--- config.mk ---
export PLATFORM = sky130hd
export DESIGN_NAME = add_round_key_stage
export DESIGN_NICKNAME = d
export VERILOG_FILES = /design/src/rtl/add_round_key_stage.sv
export SDC_FILE = /design/constraint.sdc
export NUM_CORES = 2
export LEC_CHECK = 0
export BUFFER_PORTS_ARGS = -buffer_cell sky130_fd_sc_hd__buf_4
export CORE_MARGIN = 5
export CORE_UTILIZATION = 30
export DETAILED_ROUTE_END_ITERATION = 10
export PLACE_DENSITY_LB_ADDON = 0.1
export SLEW_MARGIN = 20
export SYNTH_ARGS = -nofsm -noshare
export SYNTH_HDL_FRONTEND = slang
export SYNTH_SLANG_ARGS = --single-unit
--- constraint.sdc ---
create_clock -name clk -period 7.5 [get_ports clk]
set_input_delay 1.5 -clock clk [delete_from_list [all_inputs] [get_ports clk]]
set_output_delay 1.5 -clock clk [all_outputs]
set_load 0.02 [all_outputs]
--- src/rtl/add_round_key_stage.sv ---
// rtl/add_round_key_stage.sv - registered AES-128 AddRoundKey stage with round-key file and round counter
// Define ADDKEY_SKID_EN to add a one-entry skid register behind a registered in_ready.
module add_round_key_stage #(
   parameter int NR = 10
) (
   input  logic         clk,
   input  logic         rst_n,
   input  logic         key_wr_en,
   input  logic [3:0]   key_wr_idx,
   input  logic [127:0] key_wr_data,
   input  logic         in_valid,
   output logic         in_ready,
   input  logic [127:0] in_data,
   input  logic         in_last,
   output logic         out_valid,
   input  logic         out_ready,
   output logic [127:0] out_data,
   output logic [3:0]   out_round,
   output logic         out_last
);

   localparam logic [3:0] LAST_RND = 4'(NR);

   logic [127:0] key_q [0:NR];
   logic [3:0]   rnd;
   logic         accept;
   logic [127:0] sum;

   assign accept = in_valid && in_ready;
   // Key is read before this edge's write lands, so a same-cycle write is not seen.
   assign sum    = in_data ^ key_q[rnd];

   always_ff @(posedge clk) begin
      if (!rst_n) begin
         for (int i = 0; i <= NR; i++) key_q[i] <= '0;
      end else if (key_wr_en && key_wr_idx <= LAST_RND) begin
         key_q[key_wr_idx] <= key_wr_data;
      end
   end

   always_ff @(posedge clk) begin
      if (!rst_n) begin
         rnd <= '0;
      end else if (accept) begin
         rnd <= (in_last || rnd == LAST_RND) ? 4'd0 : rnd + 4'd1;
      end
   end

`ifdef ADDKEY_SKID_EN
   logic         skid_valid;
   logic [127:0] skid_data;
   logic [3:0]   skid_round;
   logic         skid_last;
   logic         ready_q;
   logic         out_free;

   assign out_free = !out_valid || out_ready;
   assign in_ready = rst_n && ready_q;

   always_ff @(posedge clk) begin
      if (!rst_n) begin
         out_valid  <= 1'b0;
         out_data   <= '0;
         out_round  <= '0;
         out_last   <= 1'b0;
         skid_valid <= 1'b0;
         skid_data  <= '0;
         skid_round <= '0;
         skid_last  <= 1'b0;
         ready_q    <= 1'b1;
      end else if (out_free) begin
         // ready_q is low whenever the skid is full, so no accept competes with the drain.
         if (skid_valid) begin
            out_valid  <= 1'b1;
            out_data   <= skid_data;
            out_round  <= skid_round;
            out_last   <= skid_last;
            skid_valid <= 1'b0;
            ready_q    <= 1'b1;
         end else if (accept) begin
            out_valid  <= 1'b1;
            out_data   <= sum;
            out_round  <= rnd;
            out_last   <= in_last;
         end else begin
            out_valid  <= 1'b0;
         end
      end else if (accept) begin
         skid_valid <= 1'b1;
         skid_data  <= sum;
         skid_round <= rnd;
         skid_last  <= in_last;
         ready_q    <= 1'b0;
      end
   end
`else
   assign in_ready = rst_n && (!out_valid || out_ready);

   always_ff @(posedge clk) begin
      if (!rst_n) begin
         out_valid <= 1'b0;
         out_data  <= '0;
         out_round <= '0;
         out_last  <= 1'b0;
      end else if (accept) begin
         out_valid <= 1'b1;
         out_data  <= sum;
         out_round <= rnd;
         out_last  <= in_last;
      end else if (out_ready) begin
         out_valid <= 1'b0;
      end
   end
`endif

endmodule

## Yosys cells after proc, flatten, opt, wreduce, memory -nomap -nowiden

Memories as Yosys holds them, arrays and structs flattened. A register that Yosys moved wholly into a read port is not among the register bits.
Index checks and enable logic that the tools add are counted.

- Register bits: 138
- Bits in writable memories: 1408
- Logic and storage cells: 30
- Memories: 1

- $add $sub $neg: 1
- Order comparisons: 1
- Eq/ne operators: 1
- Mux-type cells: 12
- Bitwise gates (word level): 1
- Reduce and logical (&&, ||, !) cells: 8

Memories:

| name | depth | width | read ports | clocked after memory_dff | write ports | RTL line | RTL |
|---|---|---|---|---|---|---|---|
| key_q | 11 | 128 | 1 | 1 | 11 | 24 | `logic [127:0] key_q [0:NR];` |

Operator list:

| cell | count |
|---|---|
| $mux 128 | 1 |
| $reduce_or 128->1 | 1 |
| $xor 128x128->128 | 1 |
| $mux 4 | 4 |
| $mux 1 | 7 |
| $add 4x1->4 const B | 1 |
| $eq 4x4->1 const B | 1 |
| $le 4x4->1 const B | 1 |
| $logic_and 1x1->1 | 3 |
| $logic_or 1x1->1 | 2 |
| $reduce_bool 2->1 | 1 |
| $logic_not 1->1 | 1 |

## Longest topological paths before layout

- Depth in word-level cells: 7
- Depth in mapped cells: 10
- Mapped depth without buffers: 6

## Worst setup path before layout

No wires, ideal clock.

- Kind: input to register
- From: input rst_n
- To: memory key_q[5][0] (enable)
- Setup time: 1.108 ns
- Arrival: 4.755 ns
- Slack: 1.636 ns
- Stages on the path: 8
- Buffers on the path: 4
- Cells stage by stage: buf_2 -> nand2_1 -> a21oi_1 -> buf_2 -> nand3_1 -> clkbuf_1 -> clkbuf_1 -> nand2_1

RTL lines:

| element | RTL line | RTL |
|---|---|---|
| from (decl) | 7 | `input logic rst_n,` |
| to (decl) | 24 |  |

==> flow_summary_export.csv <==
group,metric,value,unit
setup_path,arrival,4.99,ns
clock_tree,htreeDepth,5,
final_layout,layout-drive-gt1-share,18.02,%
routing,finalWirelength,294000,um
worst_hold_path,hold_end,"out_data[122]",
clock_tree,clk_latency,0.88,ns
job,maxCapViolCount,0,
setup_path,worstSetupPathType,"input port to flop",
routing,ant_nets,0,
final_layout,final_common_cell,"edfxtp_1",
final_layout,finalNetCount,7307,
timing,whs,0.4461,ns
setup_path,required,7.97,ns
setup_path,start_kind,"input port",
logic_synthesis,syn_avg_cell_area,14.84,sq um
die,fp.dieW,559.2,um
die,die_h,559.2,um
routing,drtIter0Drc,4165,
logic_synthesis,synth_edf_count,1920,
grt,grt_max_degree,119,
logic_synthesis,synth_top_area_share,63.72,%
placed_design,dp_slack,2.106,ns
timing,fin_crit_sh,60.24,%
grt,grt_pass1_wl,416900,um
clock_tree,cts_buffers,265,
setup_path,reg2reg_to,"out_data[80]",
pwr,powerDensity,262.7,mW/mm^2
timing,maxClockFrequency,221.3,MHz
timing,skew,0.04801,ns
die,core_area,0.3000,sq mm
grt,grt_use_total,18.37,%
timing,drv_slew,0,
clock_tree,cts_setup_buffers,0,
clock_tree,hold_buffers,0,
final_layout,area_growth,19.89,%
timing,hold_viol,0,
clock_tree,clock_path_buffers,4,
die,io-pin-count,401,
timing,rsz0062_at_grt,"no",
timing,fin_setup_tns,0,ns
final_layout,final_cell_mix,"edfxtp_1, nor2_1, conb_1",
logic_synthesis,ys_types,44,
pwr,irDropWorstVdd,0.1339,mV
logic_synthesis,mappedNetlistArea,0.09049,sq mm
setup_path,endpoint_kind,"flop",
routing,via_count,54130,
setup_path,rr_worst_depth,7,
placed_design,placedCellCount,10730,
timing,worstMarginPinSlew,1.139,ns
timing,setup_ws,2.982,ns
grt,antenna_found_initial,12,
worst_hold_path,hold_class,"flop to flop",
setup_path,rrSetupSlack,3.56,ns
placed_design,dp_hpwl,163100,um
routing,wire_per_inst,26.22,um
die,dieArea,0.3127,sq mm
clock_tree,cts_num_sinks,2190,
routing,drc,0,
worst_hold_path,hold_start,"out_data[122]",
final_layout,stdcell_count,11210,
placed_design,gp_congestion,0.7235,
timing,period_needed,4.518,ns
placed_design,port_buffers,400,
timing,setup_viol,0,
die,num_rows,201,
routing,first_pass_iters,5,
logic_synthesis,synthTopCellsByArea,"edfxtp_1, mux4_2, dfxtp_1, nor2_1, mux2i_1",
setup_path,crit_fanout,62,
clock_tree,clk_pin_slew_worst_paths,0.06,ns
logic_synthesis,synth_seq_cells,2190,
clock_tree,root_buffer,"clkbuf_16",
grt,overflow,0,
clock_tree,cts-resized-gates,0,
worst_hold_path,worst_hold_path.num_cells,2,
logic_synthesis,synth_flop_cell,"edfxtp_1",
logic_synthesis,ys_seq_area_share,69.69,%
clock_tree,cts_tree,"built",
run_status,status,"complete, no violations",
logic_synthesis,synthArstFlopShare,0,%
routing,routed_via_density,4.827,
final_layout,nFillCells,28820,
pwr,power.leakage,36.48,nW
grt,grt_pass1_vias,56140,
timing,slew_headroom,24.06,%
die,initial_core_util,30.16,%
final_layout,final_util,36.16,%
logic_synthesis,yosysWarnings,0,
logic_synthesis,yosysTopAreaCell,"edfxtp_1",
logic_synthesis,syn_inst,6097,
==> routing by layer <==
layer | track usage, % | part of all wire [%] | vias to the layer above
met3 | 2.970 | 5.2 | 393
met5 | 0 | 0.0068 | -
met4 | 5.273 | 2.9 | 2
met1 | 24.87 | 44 | 28370
li1 | - | - | 23950
met2 | 30.52 | 48 | 1422
==> worst max-delay path: stages <==
cell and delay [ns]:
buf_4 0.17, nor2b_1 0.32, nand2_1 0.12, nor2_1 0.55
nand3_4 0.69, nand2_4 0.97, buf_12 0.46
==> through the flow <==
stage / instance area, sq um / total power, W
floorplan: 92890 / 0.01539
CTS: 108500 / 0.02891
global route: 108500 / 0.02954
finish: 108500 / 0.02850
global placement: 100100 / 0.01625
detailed placement: 100100 / 0.01629
==> flip-flops by register name, indices dropped and copies added (netlist names), named ones only <==
register	flops
key_q	2048
out_data	128
out_last	1
out_round	4
out_valid	1
rnd	4
==> synthesized netlist by cell type, types with 2 or more instances <==
cell type	number
edfxtp_1	1920
nor2_1	1345
mux2i_1	403
mux4_2	392
nand2_1	301
dfxtp_1	270
clkbuf_1	266
inv_1	188
o22ai_1	172
a21oi_1	135
buf_2	116
o21ai_0	94
nand3_1	90
xor2_1	76
a221oi_1	57
a221o_1	42
xnor2_1	39
buf_4	36
buf_1	19
or3_1	19
a32oi_1	18
buf_6	17
a221oi_2	13
a22o_1	13
o21ai_1	13
nor2b_1	7
mux2_2	6
nand2b_1	5
nand4_1	5
or2_2	3
a211oi_1	2
and2_1	2
ha_1	2
==> kinds of logic (layout without fill, tap and decap cells) <==
| family | count (synthesis) | count (layout) | share of synthesized area, % |
|---|---|---|---|
| multiplexers | 801 | 801 | 14.29 |
| XOR/XNOR | 115 | 115 | 1.113 |
| buffers and inverters | 643 | 1159 | 3.119 |
| adder cells (fa/ha/maj) | 2 | 2 | 0.02765 |
| AND/OR/NAND/NOR | 1783 | 1783 | 7.655 |
| flip-flops | 2190 | 2190 | 69.69 |
| other | 1 | 644 | 0.004144 |
| AO/OA/AOI/OAI | 562 | 562 | 4.104 |
==> final cells by class <==
class,count,area [sq um],share of cell area [%]
flip-flops and latches,2190,63080,58.14
multi-input cells,3903,27270,25.14
clock buffers,373,7331,6.757
well taps,3958,4952,4.565
repair buffers,491,4111,3.790
clock inverters,107,1023,0.9434
inverters,188,710.7,0.6551
diodes,4,10.01,0.009227
==> where the power goes <==
part           internal, W  switching [W]
combinational     0.000610        0.00116
clock              0.00723        0.00528
sequential          0.0140       0.000222
==> worst max-delay path by stage <==
| stage | to | from |
|---|---|---|
| finish | key_q[3][86] | key_wr_idx[2] |
| global route | key_q[3][80] | key_wr_idx[2] |
| CTS | key_q[3][81] | key_wr_idx[2] |
| detailed placement | key_q[3][81] | key_wr_idx[2] |
| global placement | key_q[3][102] | key_wr_idx[2] |
| floorplan | key_q[5][0] | rst_n |
Note: power is estimated with default switching activity, not from simulation.
